[config.mk]
export PLATFORM = sky130hd
export DESIGN_NAME = mux_bus_responder
export DESIGN_NICKNAME = d
export VERILOG_FILES = /design/src/rtl/mux_bus_responder_pkg.sv /design/src/rtl/mux_bus_responder_mem.sv /design/src/rtl/mux_bus_responder.sv
export SDC_FILE = /design/constraint.sdc
export NUM_CORES = 1
export LEC_CHECK = 0
export BUFFER_PORTS_ARGS = -buffer_cell sky130_fd_sc_hd__buf_2
export CAP_MARGIN = 20
export CORE_UTILIZATION = 40
export DETAILED_ROUTE_END_ITERATION = 8
export GPL_ROUTABILITY_DRIVEN = 0
export HOLD_SLACK_MARGIN = 0.15
export PLACE_DENSITY_LB_ADDON = 0.3
export REMOVE_ABC_BUFFERS = 1
export SLEW_MARGIN = 10
export SYNTH_ARGS = -nofsm -noshare
export SYNTH_HDL_FRONTEND = slang
export SYNTH_SLANG_ARGS = --single-unit
[constraint.sdc]
create_clock -name clk -period 1.74 [get_ports clk]
set_input_delay 0.261 -clock clk [delete_from_list [all_inputs] [get_ports clk]]
set_output_delay 0.261 -clock clk [all_outputs]
set_load 0.05 [all_outputs]
[src/rtl/mux_bus_responder_pkg.sv]
// Shared encodings for the multiplexed-bus responder: bus phases, memory
// handshake states and the R/W bit polarity driven by the CPU.
package bus_resp_defs;

    typedef enum logic {
        PH_HI = 1'b0,
        PH_LO = 1'b1
    } phase_e;

    typedef enum logic {
        M_IDLE = 1'b0,
        M_WAIT = 1'b1
    } mem_state_e;

    localparam logic RW_READ  = 1'b1;
    localparam logic RW_WRITE = 1'b0;

endpackage

[src/rtl/mux_bus_responder_mem.sv]
// Memory-side req/ack handshake: holds one transaction at a time, abandons it
// after ACK_TIMEOUT unacknowledged cycles, captures read data, counts drops.
module mem_req_fsm
    import bus_resp_defs::*;
#(
    parameter int ACK_TIMEOUT = 15,
    parameter int CNT_W       = 8
) (
    input  logic             clk,
    input  logic             rst_n,
    input  logic             launch,
    input  logic             launch_we,
    input  logic [15:0]      launch_addr,
    input  logic [7:0]       launch_wdata,
    output logic             mem_req,
    output logic             mem_we,
    output logic [15:0]      mem_addr,
    output logic [7:0]       mem_wdata,
    input  logic [7:0]       mem_rdata,
    input  logic             mem_ack,
    output logic [7:0]       rd_data,
    output logic [CNT_W-1:0] overrun_count,
    output logic [CNT_W-1:0] timeout_count
);

    localparam int TMO_W = $clog2(ACK_TIMEOUT + 1);

    mem_state_e       state_q, state_d;
    logic             req_q, req_d;
    logic             we_q, we_d;
    logic [15:0]      addr_q, addr_d;
    logic [7:0]       wdata_q, wdata_d;
    logic [7:0]       rd_q, rd_d;
    logic [TMO_W-1:0] wait_q, wait_d;
    logic [CNT_W-1:0] ovr_q, ovr_d;
    logic [CNT_W-1:0] tmo_q, tmo_d;

    always_comb begin
        state_d = state_q;
        req_d   = req_q;
        we_d    = we_q;
        addr_d  = addr_q;
        wdata_d = wdata_q;
        rd_d    = rd_q;
        wait_d  = wait_q;
        ovr_d   = ovr_q;
        tmo_d   = tmo_q;
        case (state_q)
            M_IDLE: begin
                // A stray mem_ack here is deliberately ignored.
                if (launch) begin
                    state_d = M_WAIT;
                    req_d   = 1'b1;
                    we_d    = launch_we;
                    addr_d  = launch_addr;
                    wdata_d = launch_wdata;
                    wait_d  = '0;
                end
            end
            M_WAIT: begin
                // Any launch seen while busy is dropped, even if the ack lands now.
                if (launch) begin
                    ovr_d = (&ovr_q) ? ovr_q : ovr_q + 1'b1;
                end
                if (mem_ack) begin
                    state_d = M_IDLE;
                    req_d   = 1'b0;
                    if (!we_q) begin
                        rd_d = mem_rdata;
                    end
                end else if (wait_q == TMO_W'(ACK_TIMEOUT - 1)) begin
                    state_d = M_IDLE;
                    req_d   = 1'b0;
                    tmo_d   = (&tmo_q) ? tmo_q : tmo_q + 1'b1;
                end else begin
                    wait_d = wait_q + 1'b1;
                end
            end
            default: begin
                state_d = M_IDLE;
                req_d   = 1'b0;
            end
        endcase
    end

    always_ff @(posedge clk or negedge rst_n) begin
        if (!rst_n) begin
            state_q <= M_IDLE;
            req_q   <= 1'b0;
            we_q    <= 1'b0;
            addr_q  <= '0;
            wdata_q <= '0;
            rd_q    <= '0;
            wait_q  <= '0;
            ovr_q   <= '0;
            tmo_q   <= '0;
        end else begin
            state_q <= state_d;
            req_q   <= req_d;
            we_q    <= we_d;
            addr_q  <= addr_d;
            wdata_q <= wdata_d;
            rd_q    <= rd_d;
            wait_q  <= wait_d;
            ovr_q   <= ovr_d;
            tmo_q   <= tmo_d;
        end
    end

    assign mem_req       = req_q;
    assign mem_we        = we_q;
    assign mem_addr      = addr_q;
    assign mem_wdata     = wdata_q;
    assign rd_data       = rd_q;
    assign overrun_count = ovr_q;
    assign timeout_count = tmo_q;

endmodule

[src/rtl/mux_bus_responder.sv]
// Target side of the CPU's time-multiplexed bus: rebuilds address, R/W and
// write data from the two half-phases and hands each access to mem_req_fsm.
module mux_bus_responder
    import bus_resp_defs::*;
#(
    parameter int ACK_TIMEOUT = 15,
    parameter int CNT_W       = 8
) (
    input  logic             clk,
    input  logic             rst_n,
    input  logic [7:0]       addr_in,
    input  logic [7:0]       data_in,
    output logic [7:0]       data_out,
    output logic             data_oe,
    output logic             mem_req,
    output logic             mem_we,
    output logic [15:0]      mem_addr,
    output logic [7:0]       mem_wdata,
    input  logic [7:0]       mem_rdata,
    input  logic             mem_ack,
    output logic [CNT_W-1:0] overrun_count,
    output logic [CNT_W-1:0] timeout_count
);

    // ph_q holds the half-phase captured at the most recent edge; resetting it
    // to PH_LO makes the first edge after release a high-byte capture.
    phase_e     ph_q, ph_d;
    logic [7:0] addr_hi_q, addr_hi_d;
    logic [7:0] addr_lo_q, addr_lo_d;
    logic       rw_q, rw_d;
    logic       wr_pending_q, wr_pending_d;
    logic       data_oe_q, data_oe_d;

    logic        launch;
    logic        launch_we;
    logic [15:0] launch_addr;
    logic [7:0]  launch_wdata;

    always_comb begin
        ph_d         = (ph_q == PH_HI) ? PH_LO : PH_HI;
        addr_hi_d    = addr_hi_q;
        addr_lo_d    = addr_lo_q;
        rw_d         = rw_q;
        wr_pending_d = wr_pending_q;
        data_oe_d    = data_oe_q;
        launch       = 1'b0;
        launch_we    = 1'b0;
        launch_addr  = {addr_hi_q, addr_in};
        launch_wdata = data_in;
        if (ph_d == PH_HI) begin
            addr_hi_d = addr_in;
            // Write data only appears one half-phase after the R/W bit.
            if (wr_pending_q && (rw_q == RW_WRITE)) begin
                launch       = 1'b1;
                launch_we    = 1'b1;
                launch_addr  = {addr_hi_q, addr_lo_q};
                wr_pending_d = 1'b0;
            end
        end else begin
            addr_lo_d = addr_in;
            rw_d      = data_in[0];
            data_oe_d = (data_in[0] == RW_READ);
            if (data_in[0] == RW_READ) begin
                launch = 1'b1;
            end else begin
                wr_pending_d = 1'b1;
            end
        end
    end

    always_ff @(posedge clk or negedge rst_n) begin
        if (!rst_n) begin
            ph_q         <= PH_LO;
            addr_hi_q    <= '0;
            addr_lo_q    <= '0;
            rw_q         <= RW_READ;
            wr_pending_q <= 1'b0;
            data_oe_q    <= 1'b0;
        end else begin
            ph_q         <= ph_d;
            addr_hi_q    <= addr_hi_d;
            addr_lo_q    <= addr_lo_d;
            rw_q         <= rw_d;
            wr_pending_q <= wr_pending_d;
            data_oe_q    <= data_oe_d;
        end
    end

    assign data_oe = data_oe_q;

    mem_req_fsm #(
        .ACK_TIMEOUT(ACK_TIMEOUT),
        .CNT_W      (CNT_W)
    ) u_mem_req_fsm (
        .clk          (clk),
        .rst_n        (rst_n),
        .launch       (launch),
        .launch_we    (launch_we),
        .launch_addr  (launch_addr),
        .launch_wdata (launch_wdata),
        .mem_req      (mem_req),
        .mem_we       (mem_we),
        .mem_addr     (mem_addr),
        .mem_wdata    (mem_wdata),
        .mem_rdata    (mem_rdata),
        .mem_ack      (mem_ack),
        .rd_data      (data_out),
        .overrun_count(overrun_count),
        .timeout_count(timeout_count)
    );

endmodule
==> flow_summary.yaml <==
run_status:
  outcome: "finished clean"
drt:
  dr.pass1.iters: 4
  ant_nets: 0
  num_vias: 2276
  avgViaCountPerCell: 4.89
  routedWlPerCell_um: 13.3
  drt_iter0_drc: 82
  drc_errors: 0
  drt-total-wl_um: 6200
clocking:
  cts.sinks: 75
  clockBufferDepth: 2
  cts_resized: 0
  cts_tree: "yes"
  numCtsBuffers: 9
  cts-root-buf: "clkbuf_8"
  cts_htree_levels: 3
  clkSlewWorstSetupHoldPaths_ns: 0.08
  insertion_delay_ns: 0.35
die:
  core_um2: 7730
  io_pins: 78
  die_area_um2: 8380
  die_h_um: 91.5
  start_util: 0.415
  row_count: 32
  die_width_um: 91.5
timing:
  slew_headroom: 0.760
  fin_crit_sh: 0.958
  worst_slew_pin_slew_ns: 0.360
  min_period_ns: 1.67
  timing.setup.tns_ns: 0
  hold_viol_final: 0
  fmax_mhz: 600
  setup_viol: 0
  rsz0062_at_grt: "no"
  finalClockSkew_ns: 0.00874
  slew_violations: 0
pwr:
  ir_drop_v: 0.000973
  p_total_mw: 6.58
  power_density_nw_per_um2: 1580
  p_leak_nw: 1.99
setup_path:
  cp-start-kind: "flip-flop"
  crit_path_max_fanout: 8
  r2r-end: "u_mem_req_fsm.mem_wdata[5]$_DFFE_PN0P_"
  reg2reg_slack_ns: 0.07
  criticalPathCategory: "flip-flop to flip-flop"
  worstSetupStartpoint: "ph_q$_DFF_PN1_"
  worstPathArrival_ns: 1.90
  crit_path_end: "u_mem_req_fsm.mem_wdata[5]$_DFFE_PN0P_"
  timing.rr.start: "ph_q$_DFF_PN1_"
  r2r_cells: 4
  crit_required_ns: 1.98
  end_kind: "flip-flop"
yosys:
  synth_common_cells: "dfrtp_1 (73), mux2_2 (46), nand2_1 (20)"
  yosysTopAreaCell: "dfrtp_1"
  synthFlopType: "dfrtp_1"
  ys_seq_area_frac: 0.586
  synth_cell_types: 38
  synth_area_um2: 3210
  yosys_warnings: 0
  syn_area_per_cell_um2: 12.9
  ys_seq_elements: 75
  synth_top_area_share: 0.570
  synth_edf_count: 0
  synth.most_common_cell: "dfrtp_1"
  async_reset_ff_frac: 1.00
  synth.area.top_cells: "dfrtp_1 (57%), mux2_2 (16%), mux2i_1 (2.8%), nand2_1 (2.3%), a21oi_1 (2.0%)"
  synthCells: 248
job:
  cap_violations: 0
finish:
  fin_cells: 465
  fillers: 671
  multi_input_area_um2: 1250
  layout-drive-gt1-share: 0.449
  ff_latch_area_um2: 1880
  fin_nets: 389
  antenna_cells: 0
  syn_to_final_growth_pct: 30.0
grt:
  grtUsageMet1: 0.213
  grt_max_degree: 50
  grt_pass1_vias: 2282
  antenna_found_initial: 0
  met3_usage: 0.0578
  overflow: 0
  grtUsageTotal: 0.165
  busiest_layer: "met2"
  use_met2: 0.258
  grt_pass1_wl_um: 10800
placement:
  port_buffers: 77
  dp_hpwl_um: 4190
  place_inst: 433
min_path:
  hp-class: "primary input to flip-flop"
  min_from: "mem_rdata[1]"
-- stage by stage --
stage	utilization	setup slack, ns	hold WS [ns]	cell area (um2)
floorplan	-	-0.514	-0.0346	3150
detailed placement	0.492	0.0857	0.256	3800
global route	0.539	0.00861	0.153	4170
global placement	0.492	0.118	0.257	3800
CTS	0.538	0.0725	0.150	4160
finish	0.539	0.0733	0.156	4170
-- layout by cell type, fill, tap and decap left out, drive strengths merged, types with 3 or more instances in the layout --
cell type and n:
buf 93, ha 4, nor2b 3, and3 4, dlygate4sd3 15, mux2i 9, o21ai 8, nand3 7
nor2 11, dfrtp 73, nand2 20, a31oi 4, clkbuf 9, nand4 4, inv 9, a21oi 15
and4 3, mux2 48, nand2b 3
-- timing repair --
action,CTS,global route
endpoints found under the setup margin,0,3
hold endpoints to repair,89,0
setup buffers,0,1
hold buffers,15,0
-- layer usage --
layer	vias to the layer above	wire length, um	part of all wire
met1	1086	2850	0.46
met2	71	2790	0.45
li1	1110	-	-
met5	-	0	0
met3	9	461	0.074
met4	0	97	0.016
-- cell type report --
type,instances,area share
Sequential cell,75,0.451
Timing Repair Buffer,108,0.164
Multi-Input combinational cell,159,0.300
Tap cell,102,0.0306
Inverter,5,0.00450
Clock buffer,9,0.0297
Clock inverter,7,0.0201
-- cells by family after synthesis --
kind of cell | after synthesis | share of synthesized area
compound gates | 34 | 0.0691
flops | 75 | 0.586
simple gates | 62 | 0.103
xor+xnor | 2 | 0.00547
buf+inv | 14 | 0.0234
fa+ha+maj | 4 | 0.0156
mux | 57 | 0.197
-- worst max-delay path: stages (launching register included) --
cell      delay [ns]
dfstp_2         0.59
nand3b_2        0.18
a21oi_4         0.25
buf_4           0.20
mux2_2          0.34
-- worst min path at each step --
stage	slack, ns	end	cells past startpoint
2_1_floorplan	-0.03	addr_hi_q[0]$_DFFE_PN0P_	0
3_3_place_gp	0.26	u_mem_req_fsm.timeout_count[5]$_DFFE_PN0P_	2
3_5_place_dp	0.26	u_mem_req_fsm.timeout_count[5]$_DFFE_PN0P_	2
4_1_cts	0.15	u_mem_req_fsm.rd_data[1]$_DFFE_PN0P_	2
5_1_grt	0.15	u_mem_req_fsm.rd_data[1]$_DFFE_PN0P_	2
6_report	0.16	u_mem_req_fsm.rd_data[1]$_DFFE_PN0P_	2
-- sequential cells by signal, indices dropped and copies added, names as in the netlist --
register,flops
wr_pending_q,1
data_oe,1
ph_q,1
u_mem_req_fsm.rd_data,8
addr_lo_q,8
u_mem_req_fsm.mem_we,1
u_mem_req_fsm.mem_wdata,8
addr_hi_q,8
rw_q,1
u_mem_req_fsm.state_q,1
u_mem_req_fsm.wait_q,4
u_mem_req_fsm.overrun_count,8
u_mem_req_fsm.mem_addr,16
u_mem_req_fsm.timeout_count,8
u_mem_req_fsm.mem_req,1
-- report_power, final --
group	internal [mW]	switching (mW)
combinational	0.766	1.93
clock	0.689	0.696
sequential	2.20	0.305
total	3.65	2.93
Power figures use the tool's default switching activity.
